<file path="src/rtl/encoder4to2_pkg.sv">
`default_nettype none
// ============================================================================
// Module      : encoder4to2_pkg
// Description : Shared types and constants for the 4-to-2 encoder with ack.
// Revision    : 1.0 - initial release
// ============================================================================
package encoder4to2_pkg;

    // Presentation state: IDLE selects a request, HOLD keeps the code stable
    typedef enum logic [0:0] {
        IDLE = 1'b0,
        HOLD = 1'b1
    } enc_state_t;

    localparam int CODE_W = 2;
    localparam int REQ_N  = 4;

endpackage : encoder4to2_pkg
`default_nettype wire

</file>
<file path="src/rtl/decoder2to4withEnable.sv">
`default_nettype none
// ============================================================================
// Module      : decoder2to4withEnable
// Description : 2-to-4 one-hot decoder with enable; all-zero when disabled.
// Revision    : 1.0 - initial release
// ============================================================================
module decoder2to4withEnable
    import encoder4to2_pkg::*;
(
    input  logic             i1,
    input  logic             i0,
    input  logic             En,
    output logic [REQ_N-1:0] o_y
);

    // One-hot of {i1,i0} gated by En
    always_comb begin
        o_y = '0;
        if (En) begin
            o_y = 4'b0001 << {i1, i0};
        end
    end

endmodule : decoder2to4withEnable
`default_nettype wire

</file>
<file path="src/rtl/prio_enc4to2.sv">
`default_nettype none
// ============================================================================
// Module      : prio_enc4to2
// Description : Combinational 4-bit priority encoder, bit 3 highest priority.
//               o_any flags a non-zero input; o_code is the winning index.
// Revision    : 1.0 - initial release
// ============================================================================
module prio_enc4to2
    import encoder4to2_pkg::*;
(
    input  logic [REQ_N-1:0]  i_req,
    output logic              o_any,
    output logic [CODE_W-1:0] o_code
);

    // Highest set index wins; code defaults to 0 when nothing is requested
    always_comb begin
        o_any  = |i_req;
        o_code = 2'd0;
        if (i_req[3]) begin
            o_code = 2'd3;
        end else if (i_req[2]) begin
            o_code = 2'd2;
        end else if (i_req[1]) begin
            o_code = 2'd1;
        end else begin
            o_code = 2'd0;
        end
    end

endmodule : prio_enc4to2
`default_nettype wire

</file>
<file path="src/rtl/encoder4to2_with_ack.sv">
`default_nettype none
// ============================================================================
// Module      : encoder4to2_with_ack
// Description : Registered 4-to-2 priority encoder. Requests are latched into
//               a pending register; the highest pending index is presented
//               with Valid and held until Ack, which clears that pending bit.
//               A new request on the same edge as the clear keeps the bit.
// Revision    : 1.0 - initial release
// ============================================================================
module encoder4to2_with_ack
    import encoder4to2_pkg::*;
(
    input  logic             Clk,
    input  logic             RstN,
    input  logic             En,
    input  logic             i3,
    input  logic             i2,
    input  logic             i1,
    input  logic             i0,
    input  logic             Ack,
    output logic             o1,
    output logic             o0,
    output logic             Valid,
    output logic [REQ_N-1:0] Pend
);

    enc_state_t          r_state;
    enc_state_t          w_state_nxt;
    logic [REQ_N-1:0]    r_pend;
    logic [CODE_W-1:0]   r_code;

    logic [REQ_N-1:0]    w_set;
    logic [REQ_N-1:0]    w_cand;
    logic [REQ_N-1:0]    w_clr;
    logic                w_any;
    logic [CODE_W-1:0]   w_sel_code;
    logic                w_valid;
    logic                w_load;
    logic                w_ack_acc;

    // Requests only count while capture is enabled
    assign w_set  = {i3, i2, i1, i0} & {REQ_N{En}};
    // Selection sees this edge's requests as well as what is already pending
    assign w_cand = r_pend | w_set;

    prio_enc4to2 u_prio (
        .i_req  (w_cand),
        .o_any  (w_any),
        .o_code (w_sel_code)
    );

    // Clear one-hot for the presented code, only when an ack is accepted
    decoder2to4withEnable u_clr_dec (
        .i1  (r_code[1]),
        .i0  (r_code[0]),
        .En  (w_ack_acc),
        .o_y (w_clr)
    );

    // State register
    always_ff @(posedge Clk or negedge RstN) begin
        if (!RstN) begin
            r_state <= IDLE;
        end else begin
            r_state <= w_state_nxt;
        end
    end

    // Next-state logic: leave IDLE on any candidate, leave HOLD on Ack
    always_comb begin
        w_state_nxt = r_state;
        unique case (r_state)
            IDLE:    if (w_any) w_state_nxt = HOLD;
            HOLD:    if (Ack)   w_state_nxt = IDLE;
            default: w_state_nxt = IDLE;
        endcase
    end

    // Output/control decode from the registered state
    always_comb begin
        w_valid   = (r_state == HOLD);
        w_load    = (r_state == IDLE) && w_any;
        w_ack_acc = Ack && (r_state == HOLD);
    end

    // Code register: loaded only when a presentation starts, held otherwise
    always_ff @(posedge Clk or negedge RstN) begin
        if (!RstN) begin
            r_code <= '0;
        end else if (w_load) begin
            r_code <= w_sel_code;
        end
    end

    // Pending register: clear first, then set so a coincident request survives
    always_ff @(posedge Clk or negedge RstN) begin
        if (!RstN) begin
            r_pend <= '0;
        end else begin
            r_pend <= (r_pend & ~w_clr) | w_set;
        end
    end

    assign o1    = r_code[1];
    assign o0    = r_code[0];
    assign Valid = w_valid;
    assign Pend  = r_pend;

endmodule : encoder4to2_with_ack
`default_nettype wire

</file>
<file path="config.mk">
export PLATFORM = sky130hd
export DESIGN_NAME = encoder4to2_with_ack
export DESIGN_NICKNAME = d
export VERILOG_FILES = /design/src/rtl/encoder4to2_pkg.sv /design/src/rtl/decoder2to4withEnable.sv /design/src/rtl/prio_enc4to2.sv /design/src/rtl/encoder4to2_with_ack.sv
export SDC_FILE = /design/constraint.sdc
export NUM_CORES = 1
export LEC_CHECK = 0
export ABC_AREA = 1
export CORE_AREA = 2 2 39 41
export CTS_CLUSTER_SIZE = 40
export DETAILED_ROUTE_END_ITERATION = 12
export DIE_AREA = 0 0 41 43
export DONT_BUFFER_PORTS = 1
export PLACE_DENSITY = 0.36
export SYNTH_ARGS = -nofsm -noshare
export SYNTH_HDL_FRONTEND = slang
export SYNTH_SLANG_ARGS = --single-unit
</file>
<file path="constraint.sdc">
create_clock -name Clk -period 2.9 [get_ports Clk]
set_clock_uncertainty 0.1 [all_clocks]
set_input_delay 0.58 -clock Clk [delete_from_list [all_inputs] [get_ports Clk]]
set_output_delay 0.58 -clock Clk [all_outputs]
set_load 0.01 [all_outputs]
</file>
[Word level (Yosys, flattened, before mapping)]
Cells that the tools add are included.
Storage, ports and cells
  output and inout port bits: 7
  input bits: 8
  word-level logic and storage cells: 20
  register bits after elaboration: 7
Operators by class
  reduce and logical (&&, ||, !) cells: 3
  shift-type cells: 1
  bitwise operators: 6
  multiplexer cells: 7
Operators by type and width (count)
  AND 4 bit: 2
  bitwise OR 4 bit: 2
  2-to-1 mux 2 bit: 2
  2-to-1 mux 4 bit: 1
  NOT 4 bit: 1
  OR reduction 4 bit: 1
  left shift 1 x 2 -> 4 bit (first input constant): 1
  2-to-1 mux 1 bit: 3
  logical AND 1 bit: 2
  one-hot mux 1 bit (2 select lines): 1
  NOT 1 bit: 1

[Depth between registers and ports, before layout]
Gate-level depths: netlist of run 1.
  depth after elaboration: 5
  mapped depth: 7
  depth with buffers taken out: 7

[Modules after synthesis]
A second synthesis of run 1 with hierarchy kept.
Second synthesis, totals
  cell total of the unflattened synthesis: 50
  area total of the unflattened synthesis: 350.3 um2
Modules (own cells, without submodules)
  encoder4to2_with_ack: seq. area each 175.2 um2, cells each 34, times used 1, area each 287.8 um2
  prio_enc4to2: seq. area each 0.0 um2, cells each 8, times used 1, area each 32.5 um2
  decoder2to4withEnable: seq. area each 0.0 um2, cells each 8, times used 1, area each 30.0 um2

[Least setup slack after synthesis of run 1]
Ideal clock, no wire load.
  kind: input port to flip-flop
  start point: input port i1
  end point: register r_state (netlist: Valid)
  path buffers: 0
  data required time: 2674 ps
  setup time: 126 ps
  data arrival time: 1003 ps
  stages: 6
  slack: 1671 ps
  cells stage by stage: nand2_1 -> nand2_1 -> nor2_1 -> nand2_1 -> nand2_1 -> o21ai_0
On the way
  cells in the longest elaborated chain, start to end: 5
RTL lines
  start, declared: RTL line encoder4to2_with_ack.sv:18  | input logic i1,
  AND 4 bit: RTL line encoder4to2_with_ack.sv:42  | assign w_set = {i3, i2, i1, i0} & {REQ_N{En}};
  bitwise OR 4 bit: RTL line encoder4to2_with_ack.sv:44  | assign w_cand = r_pend | w_set;
  OR reduction 4 bit: RTL line prio_enc4to2.sv:18  | o_any = |i_req;
  2-to-1 mux 1 bit: RTL line encoder4to2_with_ack.sv:73  | IDLE: if (w_any) w_state_nxt = HOLD;
  one-hot mux 1 bit (2 select lines): RTL line encoder4to2_with_ack.sv:72  | unique case (r_state)
  named net w_state_nxt: RTL line encoder4to2_with_ack.sv:28  | enc_state_t w_state_nxt;
  end signal, assigned: RTL line encoder4to2_with_ack.sv:65  | r_state <= w_state_nxt;
  end, declared: RTL line encoder4to2_with_ack.sv:27  | enc_state_t r_state;
The timed path passes the listed nets, and every way through them passes these cells.
A chain may end at the register's enable or synchronous reset.

[Worst setup path after layout of run 1]
  start point: register r_code[0]
  end point: output port o0
RTL lines
  start, declared: RTL line encoder4to2_with_ack.sv:30  | logic [CODE_W-1:0] r_code;
  start signal, assigned: RTL line encoder4to2_with_ack.sv:91  | r_code <= w_sel_code;
  end, declared: RTL line encoder4to2_with_ack.sv:22  | output logic o0,
No word-level cell between the ends.

==> metrics.csv, run 1 <==
stage,metric,value,unit
run_status,status,"complete, no violations",
yosys,Syn Nets,52,
setup_path,crit end category,output pin,
placed_design,HPWL after detailed placement,590,um
global_routing,largest net degree at the start of global routing,8,
setup_path,Worst Path Required,2.22,ns
cts,CTS tree,built,
cts,Root Buffer,clkbuf_4,
cts,CTS max path bufs,2,
setup_path,FF-to-FF path depth,6,
sta,Slew HR,0.762,
setup_path,worst r2r src,Pend[1],
sta,final worst setup slack,1.51,ns
cts,Clock Latency Late Sink,0.25,ns
drt,WL/cell,11.2,um
floorplanning,die span in x,41,um
floorplanning,IO Count,15,
pwr,maximum vdd ir drop,286,uV
global_routing,first-pass GRT wire length,1130,um
global_routing,All-Layer GR Usage,0.106,
worst_hold_path,Hold EP,Valid,
placed_design,DP Area,353,sq um
run,Max-Cap Viols,0,
yosys,Yosys cell types,8,
worst_hold_path,Hold WC Path Type,in -> reg,
finish,Antenna diodes,0,
setup_path,critical path peak fanout,5,
worst_hold_path,hold path cells,1,
sta,RSZ-0062 raised after global routing,no,
floorplanning,initial core utilization,0.241,
drt,vias,277,
cts,post-CTS setup repair buffer count,0,
sta,Final Slew Violations,0,
floorplanning,core region area,1380,sq um
sta,minimum clock period,1.39,ns
finish,nets,58,
finish,post-route cell area,389,sq um
sta,count of final setup violators,0,
cts,H-tree levels,1,
cts,clock-pin transition on the worst setup and hold timing paths,0.05,ns
setup_path,crit path DAT,0.71,ns
floorplanning,Die ar.,1760,sq um
sta,final worst path period share,0.479,
worst_hold_path,worst hold start,Ack,
setup_path,FF-to-FF setup slack,1.73,ns
drt,DR pass1 iterations,2,
finish,most frequent cells in the layout,"nand2_1 (14), inv_1 (8), dfrtp_1 (7), o21ai_0 (7), nor3_1 (4)",
yosys,post-synthesis register bit count,7,
global_routing,GRT overflow,0,
finish,layout cells sized above 1,0.0816,
pwr,total chip power,0.409,mW
drt,drt initial violations,4,
yosys,Synth Cell Area,333,sq um
cts,Post-CTS Hold Buffers,1,
drt,DRT Wirelength,730,um
finish,Syn-to-layout area delta,16.9,%
setup_path,CP startpoint kind,flop,
yosys,"Seq/Total Area, Yosys",0.526,
yosys,Synth top area share,0.526,
global_routing,vias in the first global route,294,
finish,Non-Filler Instances,65,
drt,Residual DRC,0,
floorplanning,Row Count,14,
placed_design,Placed Instances,60,
setup_path,CP Class,reg -> out,
yosys,Ys Warns,0,
setup_path,RR Endpoint,Valid,
drt,vias per cell,4.26,
sta,final setup TNS,0,ns
yosys,Cells after Synth,44,
placed_design,RD Place Congestion,0.715,
cts,TritonCTS buffer count,3,
yosys,Yosys top cell by area,dfrtp_1,
yosys,syn avg cell area,7.56,sq um
sta,Worst-Margin Slew,0.355,ns
cts,clock sink count,7,
pwr,P_leak,0.197,nW
global_routing,initial antenna violation count,0,
sta,FMAX,719,MHz
drt,DRT antenna net count,0,
cts,post_cts resized,0,
yosys,"top cells by area, synth","dfrtp_1 (53%), nand2_1 (16%), o21ai_0 (11%)",
finish,"most common cell after layout, fill and taps aside",nand2_1,
placed_design,post-placement setup slack,1.57,ns
placed_design,PortBufs,0,
sta,Final Hold Viols,0,
floorplanning,Die Height,43,um
pwr,pwr dens,1050,nW/um^2
==> worst max path at each step <==
stage                          from     to  slack, ns  depth (start not counted)
after floorplan                  i1  Valid       1.67                          6
after global placement           i2  Valid       1.60                          6
after detailed placement         i1  Valid       1.57                          6
after CTS                 r_code[0]     o0       1.49                          0
after global routing      r_code[0]     o0       1.47                          0
final                     r_code[0]     o0       1.51                          0
==> cell usage after synthesis (all sizes together) <==
library cell,n
nand2,14
inv,8
dfrtp,7
o21ai,7
nor3,4
nand3,2
nor2,2
==> logic make-up after synthesis <==
logic type / after synthesis / synth area share
AND/OR/NAND/NOR: 22 / 0.278
buffers and inverters: 8 / 0.0902
AO/OA/AOI/OAI: 7 / 0.105
flip-flops: 7 / 0.526
==> registers in the layout, indices dropped and copies added (netlist names) <==
signal / cells
Pend: 4
Valid: 1
r_code: 2
==> layout make-up <==
type / instances / area (sq um)
timing repair buffer: 1 / 10.0
inverter: 8 / 30.0
fill: 166 / 995
multi-input combinational: 29 / 128
sequential: 7 / 175
clock buffer: 4 / 26.3
tap: 16 / 20.0
==> power by group <==
group / total [mW] / switching, mW / internal [mW] / leakage (nW)
logic: 0.107 / 0.0668 / 0.0405 / 0.109
registers: 0.210 / 0.0657 / 0.144 / 0.0729
clock network: 0.0912 / 0.0385 / 0.0527 / 0.0150
total: 0.409 / 0.171 / 0.238 / 0.197
==> layer usage <==
| metal | global-route usage | vias to the layer above | routed length (um) |
|---|---|---|---|
| li1 | - | 148 | - |
| met1 | 0.117 | 119 | 326 |
| met2 | 0.141 | 10 | 336 |
| met3 | 0.0471 | 0 | 67 |
| met4 | 0.100 | 0 | 0 |
| met5 | 0 | - | 0 |
==> metrics by stage <==
stage	hold slack, ns	utilization
CTS	0.310	0.281
global route	0.318	0.281
finish	0.323	0.281
floorplan	0.184	-
global placement	0.185	0.255
detailed placement	0.185	0.255
(Power assumes the default switching activity.)
==> run 2: changes to the inputs <==
==> constraint.sdc (replaced) <==
create_clock -name Clk -period 1.4 [get_ports Clk]
set_clock_uncertainty 0.1 [all_clocks]
set_input_delay 0.28 -clock Clk [delete_from_list [all_inputs] [get_ports Clk]]
set_output_delay 0.28 -clock Clk [all_outputs]
set_load 0.01 [all_outputs]
==> run 2 against run 1 <==
Against the previous run:
- flip-flop and latch count unchanged
- via count is 4.7% higher
- routed wire length increased by 0.96%
- global-route usage up 0.20 points
- count of clock-buffer cells in the layout is the same
- die area unchanged
- register-to-register slack got worse by 1.5 ns
- setup slack got worse by 1.3 ns
- highest routed layer is now met4
- critical path type is now reg -> reg
- hold slack got worse by 0.31 ns
- non-clock buffer count did not move
- final area is the same
==> metrics.csv, run 2 (synthesized netlist as in run 1, its figures left out) <==
stage,metric,value,unit,change
placed_design,DP Area,353,sq um,unchanged
finish,Largest register FFs,4,,unchanged
finish,"most common cell after layout, fill and taps aside",nand2_1,,
drt,DRT Wirelength,737,um,+0.96%
run,Max-Cap Viols,0,,unchanged
drt,vias per cell,4.46,,+4.7%
setup_path,critical path peak fanout,2,,-3
setup_path,crit path DAT,1.20,ns,+0.49 ns
cts,Post-CTS Hold Buffers,1,,unchanged
finish,"Core Util, Final",0.281,,unchanged
cts,post-CTS setup repair buffer count,0,,unchanged
pwr,P_leak,0.197,nW,unchanged
finish,register area,175,sq um,unchanged
global_routing,vias in the first global route,302,,+2.7%
sta,final setup TNS,0,ns,unchanged
sta,RSZ-0062 raised after global routing,no,,
setup_path,Worst Path Required,1.44,ns,-0.78 ns
floorplanning,Row Count,14,,unchanged
cts,post_cts resized,0,,unchanged
cts,H-tree levels,1,,unchanged
cts,clock sink count,7,,unchanged
placed_design,RD Place Congestion,0.741,,+3.8%
sta,Slew HR,0.767,,+0.00444
finish,Antenna diodes,0,,unchanged
finish,fillers,176,,+6.0%
cts,Root Buffer,clkbuf_4,,
floorplanning,Die Height,43,um,unchanged
setup_path,FF-to-FF path depth,6,,unchanged
sta,Final Hold Viols,0,,unchanged
floorplanning,Die ar.,1760,sq um,unchanged
global_routing,All-Layer GR Usage,0.108,,+0.00201
finish,most frequent cells in the layout,"nand2_1 (14), inv_1 (8), dfrtp_1 (7), o21ai_0 (7), nor3_1 (4)",,
finish,Syn-to-layout area delta,16.9,%,unchanged
drt,drt initial violations,2,,-2
global_routing,first-pass GRT wire length,1150,um,+1.2%
placed_design,HPWL after detailed placement,589,um,-0.10%
global_routing,initial antenna violation count,0,,unchanged
run_status,status,"complete, no violations",,
finish,post-route cell area,389,sq um,unchanged
worst_hold_path,Hold WC Path Type,in -> reg,,
drt,DR pass1 iterations,4,,+2
cts,clock-pin transition on the worst setup and hold timing paths,0.06,ns,about the same
drt,DRT antenna net count,0,,unchanged
finish,layout cells sized above 1,0.0816,,unchanged
cts,CTS tree,built,,
placed_design,Placed Instances,60,,unchanged
drt,vias,290,,+4.7%
worst_hold_path,hold path cells,1,,unchanged
sta,FMAX,865,MHz,
sta,minimum clock period,1.16,ns,
cts,Clock Latency Late Sink,0.26,ns,about the same
pwr,total chip power,0.852,mW,+110%
cts,CTS max path bufs,2,,unchanged
setup_path,crit end category,flop,,
floorplanning,core region area,1380,sq um,unchanged
finish,Multi-input gate area,128,sq um,unchanged
sta,count of final setup violators,0,,unchanged
setup_path,CP Class,reg -> reg,,
drt,WL/cell,11.3,um,+0.96%
sta,Worst-Margin Slew,0.348,ns,-0.00664 ns
finish,nets,58,,unchanged
global_routing,GRT overflow,0,,unchanged
placed_design,PortBufs,0,,unchanged
drt,Residual DRC,0,,unchanged
finish,Non-Filler Instances,65,,unchanged
setup_path,CP startpoint kind,flop,,
pwr,maximum vdd ir drop,586,uV,+100%
floorplanning,initial core utilization,0.241,,unchanged
pwr,pwr dens,2190,nW/um^2,+110%
floorplanning,die span in x,41,um,unchanged
global_routing,largest net degree at the start of global routing,8,,unchanged
cts,TritonCTS buffer count,3,,unchanged
sta,final worst path period share,0.826,,
sta,Final Slew Violations,0,,unchanged
floorplanning,IO Count,15,,unchanged
-- run 2: cell counts in the layout (fill, tap and decap cells not counted) --
Identical to the previous run, type by type.
-- run 2: critical path, stage by stage, from the launching register on --
cell and delay [ns]:
dfrtp_1 0.41, inv_1 0.08, nand2_1 0.08, nor2_1 0.14, nand2_1 0.08, nand2_1 0.07
o21ai_0 0.07
-- run 2: metrics by stage --
stage	setup WS [ns]	hold slack, ns
global route	0.148	0.0184
global placement	0.267	-0.115
floorplan	0.342	-0.116
detailed placement	0.251	-0.115
finish	0.243	0.0118
CTS	0.243	0.00535
-- run 2: layout make-up --
class	count	area share
clock buffers	4	0.0675
inverters	8	0.0772
flip-flops and latches	7	0.450
multi-input cells	29	0.328
well taps	16	0.0514
repair buffers	1	0.0257
-- run 2: path summary, 6_finish.rpt --
kind	startpoint	end	slack, ns
worst min-delay path	Ack	Valid	0.01
max in group asynchronous	RstN	r_code[0]	0.69
worst max-delay path	Pend[1]	Valid	0.24
worst max register to register	Pend[1]	Valid	0.24
min in group asynchronous	RstN	Pend[2]	0.26
worst min register to register	Valid	r_code[1]	0.49
-- run 2: power breakdown --
group / total (mW) / leakage, nW / internal (mW) / switching, mW
clock: 0.195 / 0.0150 / 0.109 / 0.0853
combinational: 0.223 / 0.109 / 0.0838 / 0.140
sequential: 0.434 / 0.0729 / 0.299 / 0.135
total: 0.852 / 0.197 / 0.492 / 0.360
-- run 2: routing by layer --
| metal | up-vias | part of all wire | GRT usage |
|---|---|---|---|
| met3 | 4 | 0.12 | 0.0576 |
| met1 | 124 | 0.42 | 0.117 |
| met5 | - | 0 | 0 |
| li1 | 147 | - | - |
| met2 | 15 | 0.42 | 0.141 |
| met4 | 0 | 0.037 | 0.100 |
